===== config.mk =====
export PLATFORM = sky130hd
export DESIGN_NAME = conv_accum_core_flat
export DESIGN_NICKNAME = d
export VERILOG_FILES = /design/src/rtl/conv_accum_core_if.sv /design/src/rtl/conv_accum_core.sv /design/src/flat_wrapper.sv
export SDC_FILE = /design/constraint.sdc
export NUM_CORES = 2
export LEC_CHECK = 0
export ABC_AREA = 1
export CAP_MARGIN = 10
export CELL_PAD_IN_SITES_DETAIL_PLACEMENT = 1
export CELL_PAD_IN_SITES_GLOBAL_PLACEMENT = 2
export CORE_MARGIN = 2
export CORE_UTILIZATION = 30
export DETAILED_ROUTE_END_ITERATION = 8
export GPL_TIMING_DRIVEN = 0
export PLACE_DENSITY_LB_ADDON = 0.2
export SYNTH_ARGS = -nofsm -noshare
export SYNTH_HDL_FRONTEND = slang
export SYNTH_SLANG_ARGS = --single-unit

===== constraint.sdc =====
create_clock -name clk -period 2.9 [get_ports clk]
set_input_delay 0.435 -clock clk [delete_from_list [all_inputs] [get_ports clk]]
set_output_delay 0.435 -clock clk [all_outputs]
set_load 0.01 [all_outputs]

===== src/rtl/conv_accum_core_if.sv =====
// conv_accum_core_if -- beat input and result output bundle for conv_accum_core.
//   in_valid/clr    : beat strobe and synchronous abort
//   win/kern        : 3x3 unsigned window / signed kernel, element (r,c) at 3r+c, LSB-first
//   x/y             : pixel coordinate (taken from the first channel beat)
//   bias/relu_en    : signed bias and negative clamp (taken from the last channel beat)
//   out_*           : registered result, coordinate and saturation flag
interface conv_accum_core_if #(
  parameter int PIX_W  = 8,
  parameter int COEF_W = 8,
  parameter int OUT_W  = 16
);
  logic                      in_valid;
  logic                      clr;
  logic [9*PIX_W-1:0]        win;
  logic [9*COEF_W-1:0]       kern;
  logic [10:0]               x;
  logic [9:0]                y;
  logic signed [15:0]        bias;
  logic                      relu_en;
  logic                      out_valid;
  logic signed [OUT_W-1:0]   out_data;
  logic [10:0]               out_x;
  logic [9:0]                out_y;
  logic                      out_sat;

  modport master (
    output in_valid, clr, win, kern, x, y, bias, relu_en,
    input  out_valid, out_data, out_x, out_y, out_sat
  );

  modport slave (
    input  in_valid, clr, win, kern, x, y, bias, relu_en,
    output out_valid, out_data, out_x, out_y, out_sat
  );
endinterface


===== src/rtl/conv_accum_core.sv =====
// conv_accum_core -- 3x3 convolution MAC accumulated over C_IN channel beats.
//   clk   : single clock, rising edge
//   reset : asynchronous active-low reset
//   bus   : conv_accum_core_if slave (beat inputs, result outputs)
// Pipeline: sample -> S1 products -> S2 row sums -> S3 window sum -> S4 accumulate
// -> output (bias, rounding shift, relu, saturate). A last beat sampled on edge N
// shows out_valid after edge N+4.
module conv_accum_core #(
  parameter int PIX_W  = 8,
  parameter int COEF_W = 8,
  parameter int C_IN   = 4,
  parameter int SHIFT  = 0,
  parameter int OUT_W  = 16
) (
  input logic               clk,
  input logic               reset,
  conv_accum_core_if.slave  bus
);

  localparam int PROD_W = PIX_W + COEF_W + 1;
  localparam int ROW_W  = PROD_W + 2;
  localparam int WIN_W  = PROD_W + 4;
  localparam int ACC_W  = WIN_W + $clog2(C_IN) + 1;
  localparam int CNT_W  = (C_IN > 1) ? $clog2(C_IN) : 1;
  localparam int T_B0   = (ACC_W > 16) ? ACC_W : 16;
  localparam int T_B1   = (T_B0 > OUT_W) ? T_B0 : OUT_W;
  // Two spare bits keep bias add and rounding add free of overflow.
  localparam int T_W    = T_B1 + 2;
  localparam int SH_M1  = (SHIFT > 0) ? SHIFT - 1 : 0;

  localparam logic signed [T_W-1:0] RND =
    (SHIFT > 0) ? ({{(T_W-1){1'b0}}, 1'b1} << SH_M1) : '0;
  localparam logic signed [T_W-1:0] MAX_V = {{(T_W-OUT_W+1){1'b0}}, {(OUT_W-1){1'b1}}};
  localparam logic signed [T_W-1:0] MIN_V = {{(T_W-OUT_W+1){1'b1}}, {(OUT_W-1){1'b0}}};

  typedef struct packed {
    logic               first;
    logic               last;
    logic [10:0]        x;
    logic [9:0]         y;
    logic signed [15:0] bias;
    logic               relu;
  } meta_t;

  // Sampling
  logic             take;
  logic             first_beat;
  logic             last_beat;
  logic [CNT_W-1:0] ch_cnt_d, ch_cnt_q;
  logic [10:0]      x_hold_d, x_hold_q;
  logic [9:0]       y_hold_d, y_hold_q;

  // Pipeline stages
  logic                     s1_valid_d, s1_valid_q;
  meta_t                    s1_meta_d, s1_meta_q;
  logic signed [PROD_W-1:0] prod_d [9];
  logic signed [PROD_W-1:0] prod_q [9];

  logic                     s2_valid_d, s2_valid_q;
  meta_t                    s2_meta_d, s2_meta_q;
  logic signed [ROW_W-1:0]  row_d [3];
  logic signed [ROW_W-1:0]  row_q [3];

  logic                     s3_valid_d, s3_valid_q;
  meta_t                    s3_meta_d, s3_meta_q;
  logic signed [WIN_W-1:0]  win_d, win_q;

  logic                     s4_valid_d, s4_valid_q;
  logic                     s4_last_d, s4_last_q;
  logic [10:0]              s4_x_d, s4_x_q;
  logic [9:0]               s4_y_d, s4_y_q;
  logic signed [15:0]       s4_bias_d, s4_bias_q;
  logic                     s4_relu_d, s4_relu_q;
  logic signed [ACC_W-1:0]  acc_next;
  logic signed [ACC_W-1:0]  acc_d, acc_q;

  // Output stage
  logic signed [T_W-1:0]    t_sum, t_shr, t_rel, t_sat;
  logic                     sat;
  logic                     out_valid_d, out_valid_q;
  logic signed [OUT_W-1:0]  out_data_d, out_data_q;
  logic [10:0]              out_x_d, out_x_q;
  logic [9:0]               out_y_d, out_y_q;
  logic                     out_sat_d, out_sat_q;

  always_comb begin : sample_c
    take       = bus.in_valid & ~bus.clr;
    first_beat = (ch_cnt_q == '0);
    last_beat  = (ch_cnt_q == CNT_W'(C_IN - 1));
    ch_cnt_d   = ch_cnt_q;
    x_hold_d   = x_hold_q;
    y_hold_d   = y_hold_q;
    if (bus.clr) begin
      ch_cnt_d = '0;
    end else if (bus.in_valid) begin
      ch_cnt_d = last_beat ? '0 : ch_cnt_q + CNT_W'(1);
      if (first_beat) begin
        x_hold_d = bus.x;
        y_hold_d = bus.y;
      end
    end
    s1_valid_d      = take;
    s1_meta_d.first = first_beat;
    s1_meta_d.last  = last_beat;
    // With C_IN=1 the only beat is also the first, so take the live coordinate.
    s1_meta_d.x     = first_beat ? bus.x : x_hold_q;
    s1_meta_d.y     = first_beat ? bus.y : y_hold_q;
    s1_meta_d.bias  = bus.bias;
    s1_meta_d.relu  = bus.relu_en;
    for (int i = 0; i < 9; i++) begin
      prod_d[i] = PROD_W'($signed({1'b0, bus.win[i*PIX_W +: PIX_W]}))
                * PROD_W'($signed(bus.kern[i*COEF_W +: COEF_W]));
    end
  end

  always_comb begin : pipe_c
    s2_valid_d = s1_valid_q & ~bus.clr;
    s2_meta_d  = s1_meta_q;
    for (int r = 0; r < 3; r++) begin
      row_d[r] = ROW_W'(prod_q[3*r]) + ROW_W'(prod_q[3*r+1]) + ROW_W'(prod_q[3*r+2]);
    end
    s3_valid_d = s2_valid_q & ~bus.clr;
    s3_meta_d  = s2_meta_q;
    win_d      = WIN_W'(row_q[0]) + WIN_W'(row_q[1]) + WIN_W'(row_q[2]);

    acc_next   = (s3_meta_q.first ? '0 : acc_q) + ACC_W'(win_q);
    acc_d      = acc_q;
    if (bus.clr)         acc_d = '0;
    else if (s3_valid_q) acc_d = acc_next;
    s4_valid_d = s3_valid_q & ~bus.clr;
    s4_last_d  = s3_meta_q.last;
    s4_x_d     = s3_meta_q.x;
    s4_y_d     = s3_meta_q.y;
    s4_bias_d  = s3_meta_q.bias;
    s4_relu_d  = s3_meta_q.relu;
  end

  // acc_q holds the completed channel sum for one cycle after the last beat;
  // a following first beat overwrites it on the same edge the output captures it.
  always_comb begin : out_c
    t_sum = T_W'(acc_q) + T_W'(s4_bias_q);
    t_shr = (t_sum + RND) >>> SHIFT;
    t_rel = (s4_relu_q && t_shr[T_W-1]) ? '0 : t_shr;
    t_sat = t_rel;
    sat   = 1'b0;
    if (t_rel > MAX_V) begin
      t_sat = MAX_V;
      sat   = 1'b1;
    end else if (t_rel < MIN_V) begin
      t_sat = MIN_V;
      sat   = 1'b1;
    end
    out_valid_d = s4_valid_q & s4_last_q & ~bus.clr;
    out_data_d  = out_data_q;
    out_x_d     = out_x_q;
    out_y_d     = out_y_q;
    out_sat_d   = out_sat_q;
    if (out_valid_d) begin
      out_data_d = t_sat[OUT_W-1:0];
      out_x_d    = s4_x_q;
      out_y_d    = s4_y_q;
      out_sat_d  = sat;
    end
  end

  always_ff @(posedge clk or negedge reset) begin
    if (!reset) begin
      ch_cnt_q    <= '0;
      x_hold_q    <= '0;
      y_hold_q    <= '0;
      s1_valid_q  <= 1'b0;
      s1_meta_q   <= '0;
      for (int i = 0; i < 9; i++) prod_q[i] <= '0;
      s2_valid_q  <= 1'b0;
      s2_meta_q   <= '0;
      for (int r = 0; r < 3; r++) row_q[r] <= '0;
      s3_valid_q  <= 1'b0;
      s3_meta_q   <= '0;
      win_q       <= '0;
      s4_valid_q  <= 1'b0;
      s4_last_q   <= 1'b0;
      s4_x_q      <= '0;
      s4_y_q      <= '0;
      s4_bias_q   <= '0;
      s4_relu_q   <= 1'b0;
      acc_q       <= '0;
      out_valid_q <= 1'b0;
      out_data_q  <= '0;
      out_x_q     <= '0;
      out_y_q     <= '0;
      out_sat_q   <= 1'b0;
    end else begin
      ch_cnt_q    <= ch_cnt_d;
      x_hold_q    <= x_hold_d;
      y_hold_q    <= y_hold_d;
      s1_valid_q  <= s1_valid_d;
      s2_valid_q  <= s2_valid_d;
      s3_valid_q  <= s3_valid_d;
      s4_valid_q  <= s4_valid_d;
      acc_q       <= acc_d;
      if (take) begin
        s1_meta_q <= s1_meta_d;
        for (int i = 0; i < 9; i++) prod_q[i] <= prod_d[i];
      end
      if (s1_valid_q) begin
        s2_meta_q <= s2_meta_d;
        for (int r = 0; r < 3; r++) row_q[r] <= row_d[r];
      end
      if (s2_valid_q) begin
        s3_meta_q <= s3_meta_d;
        win_q     <= win_d;
      end
      if (s3_valid_q) begin
        s4_last_q <= s4_last_d;
        s4_x_q    <= s4_x_d;
        s4_y_q    <= s4_y_d;
        s4_bias_q <= s4_bias_d;
        s4_relu_q <= s4_relu_d;
      end
      out_valid_q <= out_valid_d;
      out_data_q  <= out_data_d;
      out_x_q     <= out_x_d;
      out_y_q     <= out_y_d;
      out_sat_q   <= out_sat_d;
    end
  end

  assign bus.out_valid = out_valid_q;
  assign bus.out_data  = out_data_q;
  assign bus.out_x     = out_x_q;
  assign bus.out_y     = out_y_q;
  assign bus.out_sat   = out_sat_q;

endmodule


===== src/flat_wrapper.sv =====
// flat-port wrapper written by rule: the top's interface ports become plain ports
module conv_accum_core_flat 
#(
  parameter int PIX_W  = 8,
  parameter int COEF_W = 8,
  parameter int C_IN   = 4,
  parameter int SHIFT  = 0,
  parameter int OUT_W  = 16
)
  (clk, reset, bus_in_valid, bus_clr, bus_win, bus_kern, bus_x, bus_y, bus_bias, bus_relu_en, bus_out_valid, bus_out_data, bus_out_x, bus_out_y, bus_out_sat);
  conv_accum_core_if #(.PIX_W(PIX_W), .COEF_W(COEF_W), .OUT_W(OUT_W)) bus_i ();
  input logic clk;
  input logic reset;
  input wire logic [$bits(bus_i.in_valid)-1:0] bus_in_valid;
  input wire logic [$bits(bus_i.clr)-1:0] bus_clr;
  input wire logic [$bits(bus_i.win)-1:0] bus_win;
  input wire logic [$bits(bus_i.kern)-1:0] bus_kern;
  input wire logic [$bits(bus_i.x)-1:0] bus_x;
  input wire logic [$bits(bus_i.y)-1:0] bus_y;
  input wire logic [$bits(bus_i.bias)-1:0] bus_bias;
  input wire logic [$bits(bus_i.relu_en)-1:0] bus_relu_en;
  output wire logic [$bits(bus_i.out_valid)-1:0] bus_out_valid;
  output wire logic [$bits(bus_i.out_data)-1:0] bus_out_data;
  output wire logic [$bits(bus_i.out_x)-1:0] bus_out_x;
  output wire logic [$bits(bus_i.out_y)-1:0] bus_out_y;
  output wire logic [$bits(bus_i.out_sat)-1:0] bus_out_sat;
  assign bus_i.in_valid = bus_in_valid;
  assign bus_i.clr = bus_clr;
  assign bus_i.win = bus_win;
  assign bus_i.kern = bus_kern;
  assign bus_i.x = bus_x;
  assign bus_i.y = bus_y;
  assign bus_i.bias = bus_bias;
  assign bus_i.relu_en = bus_relu_en;
  assign bus_out_valid = bus_i.out_valid;
  assign bus_out_data = bus_i.out_data;
  assign bus_out_x = bus_i.out_x;
  assign bus_out_y = bus_i.out_y;
  assign bus_out_sat = bus_i.out_sat;
  conv_accum_core #(.PIX_W(PIX_W), .COEF_W(COEF_W), .C_IN(C_IN), .SHIFT(SHIFT), .OUT_W(OUT_W)) u_core (.clk(clk), .reset(reset), .bus(bus_i));
endmodule

==> key figures <==
Placed design
  – Port Buffer Count: about 90
  – Routability cong.: 0.867
  – Dpl hpwl: 118 mm

Global routing
  – Number of global-route vias before repair: 39929
  – Total track usage: about a fifth
  – Initial antenna violation count: 2
  – GRT Residual Overflow: 0
  – First-pass GRT wire length: 230 mm
  – Largest net degree at the start of global routing: 111

STA
  – Max Fclk: around 260 MHz
  – Worst slew pin tran: 1.28 ns
  – Worst slew margin: 15.0%
  – Clock Skew: 0.0288 ns
  – Hold_ws: 0.113 ns
  – Setup slack after layout: -0.978 ns
  – Final Hold Vio Count: 0
  – RSZ-0062 raised after global routing: yes
  – Fin crit period: 3.88 ns
  – # setup viols final: 90
  – Fin. max-slew vios: 0
  – Tcrit/Tclk final: 134%

Floorplanning
  – I/O Pins: around 230
  – Die area: 152000 µm²
  – Row count: 141
  – Die Span X: between 300 and 400 µm
  – Die height: 390 µm
  – Initial Util: between 30% and 40%
  – Core Region: approximately 150000 µm²

Outcome
  – Status: finished, violations left
  – Violated checks: negative setup slack

Critical path
  – Crit-path leading delay family: adder cells
  – Worst Path Required: 3.46 ns
  – Crit. End Element: flip-flop
  – Crit path DAT: 4.44 ns
  – Buf/Inv on CP: 5
  – Worst Setup Start Kind: input port
  – Max stage delay cell, worst path: fa_1
  – CP Max Fanout: 6
  – CP peak stage delay: 0.53 ns
  – Cell breakdown of the critical path: buf_8 > clkinvlp_4 > or2_4 > fa_2 > fa_1 > inv_2 > fa_1 > inv_1 > fa_1 > inv_2 > ha_4 > nand2_2 > nor2_1 > nand2_1 > and2_4 > o21ai_4 > nand2_1 > nand2_1 > a21oi_2 > or2_4 > a31oi_1
  – CP Class: in -> reg

Clock tree
  – Root buffer cell: clkbuf_16
  – H-tree Lvls: 2
  – Total clock sinks: 459
  – Clock-pin slew on the worst setup and hold paths: 0.06 ns
  – Bufs on Longest Clock Path: 3
  – Cts bufs inserted: 57
  – Clk_lat worst skew: 0.65 ns
  – CTS tree: built

Synthesis
  – Yosys warns: 0
  – Post-Synthesis Cells: ~5600
  – Synth async-reset ratio: 100%
  – Syn Nets: 6743
  – Synth area leaders: dfrtp_1 26%, fa_1 18%, ha_1 14%
  – Cell taking the most area after synthesis: dfrtp_1
  – Area share of the largest cell type after synthesis: 25.7%
  – Synth Register Bits: approximately 460
  – Netlist cell types: 47
  – Mapped Area: roughly 45000 µm²
  – Syn Area/Cell: just under 8 µm²
  – Ys flop type: dfrtp_1
  – Sequential share of the synthesized area: 25.7%
  – Number of synthesized flops with an enable pin: 0

Route
  – DR DRC count: 0
  – Detailed Route Iter0 Violations: ~1300
  – DR vias: around 37000
  – Routed Antenna Nets: 0
  – Drt via density: 4.63
  – Routed wire length: roughly 150 mm
  – Detailed Routing Iterations Pass 1: 5
  – Routed WL per cell: 18.4 µm

Final layout
  – Final nets: 7081
  – Area Overhead vs Synth: 26.6%
  – Commonest cells after routing, fill and taps aside: 1405 x nand2_1, 1032 x inv_1, 451 x dfrtp_1, 423 x ha_1, 370 x fa_1
  – Most common cell after layout, fill and taps aside: nand2_1
  – Share of cells above drive strength 1: between 20% and 30%

Pwr
  – Pwr per Cell Area: 987 nW/µm²
  – Power, Total: 0.0558 W
  – Maximum VDD drop: 557 µV
  – Pleak: 29.7 nW

Min path
  – Min-delay worst type: in -> reg

Job
  – Max-Cap Viols: 0
## worst register-to-register path, stage by stage, from the launching register on
cell and delay, ns:
dfrtp_2 0.46, fa_1 0.54, ha_2 0.21, inv_2 0.04
fa_2 0.33, inv_2 0.09, nand2_4 0.06, o21ai_4 0.14
a21boi_2 0.09, o21ai_2 0.19, a21boi_2 0.09, o21ai_1 0.16
nand2_1 0.10, nand2_1 0.07, nand2_1 0.06, nand3_2 0.06
nand2_1 0.06
## where the power goes
group	leakage, nW	switching [W]	internal, W	total [W]
registers	5.82	0.00196	0.00845	0.0104
clock network	0.995	0.00299	0.00479	0.00778
logic	22.8	0.0211	0.0165	0.0376
total	29.7	0.0261	0.0297	0.0558
## cells in the mapped netlist (all sizes together) (8+ instances only)
master / count
o22ai: 8
a31oi: 32
inv: 1165
buf: 8
nand2: 1512
ha: 506
xnor2: 51
nand3: 117
o21ai: 398
o2111ai: 8
dfrtp: 459
nor2: 210
or2: 80
o31ai: 23
a21boi: 8
fa: 409
o21a: 11
o21bai: 11
mux2: 21
xor2: 52
nor3: 19
clkbuf: 223
a21o: 15
nand4: 23
a21oi: 240
## logic make-up (layout without fill, tap and decap cells)
family                     Yosys count  count (layout)  synth area share, %
xor gates and xnor gates           103             103                 2.02
AOI/OAI and AO/OA                  767             767                 9.36
and+or+nand+nor                   1980            1980                 18.1
adders and majority gates          915             915                 32.5
other                                0               4                    0
buffers and inverters             1397            1779                 11.8
DFF                                459             459                 25.7
muxes                               21              21                0.529
## state kept, by name (all words and copies together), names as in the netlist, 2 cells and up
name,flops
u_core.prod_q,153
u_core.s4_x_q,11
u_core.s1_meta_q,40
u_core.ch_cnt_q,2
u_core.bus.out_data,16
u_core.s4_bias_q,16
u_core.acc_q,24
u_core.s4_x_d,11
u_core.bus.out_x,11
u_core.s2_meta_q,40
u_core.win_q,21
u_core.s4_y_q,10
u_core.row_q,57
u_core.bus.out_y,10
u_core.s4_y_d,10
u_core.s4_bias_d,16
## per-stage QoR
stage          worst slack [ns]  TNS (ns)  util (%)  instances  instance area, µm²
6_report                 -0.978    -59.56      38.3       7958               56600
5_1_grt                   -1.15    -70.13      38.2       7954               56500
4_1_cts                  -0.963    -53.46      37.1       7889               54900
3_5_place_dp              -2.51   -261.03      34.0       7669               50300
3_3_place_gp             -20.57  -9666.20      33.9       7661               50100
2_1_floorplan             -1.40    -86.66         -       5642               46800
## per-layer routing
metal / wire length (µm) / track usage (%) / vias to the layer above
met1: 64000 / 24.5 / 18440
met4: 3060 / 3.98 / 0
met3: 3340 / 1.34 / 127
met2: 76000 / 35.8 / 317
met5: 0 / 0 / -
li1: - / - / 17971
## final timing paths
path,start,end,slack [ns],cells past startpoint
min reg2reg,u_core.s1_meta_q[1],u_core.s1_meta_q[1],0.47,2
min in group asynchronous,reset,u_core.bus.out_x[4],0.47,2
max,bus_kern[31],u_core.prod_q[100],-0.98,21
min,bus_win[8],u_core.prod_q[119],0.11,3
max in group asynchronous,reset,u_core.prod_q[18],0.90,4
max reg2reg,u_core.prod_q[18],u_core.row_q[15],0.04,16
## repair_timing
action	4_1_cts	5_1_grt
gates cloned	1	1
endpoints found under the setup margin	185	158
gates resized for setup	428	363
setup buffers	124	83
pin swaps	214	211
hold buffers	1	0
endpoints found under the hold margin	109	0
## cell type report
cell class,instances,area (µm²)
fillers,17398,91300
multi-input cells,3786,31100
flip-flops and latches,459,11500
inverters,1166,4450
repair buffers,278,2810
well taps,1930,2410
plain buffers,231,2180
clock buffers,82,1710
clock inverters,21,337
diodes,4,10.0
repair inverters,1,5.00
Power figures use the tool's default switching activity.
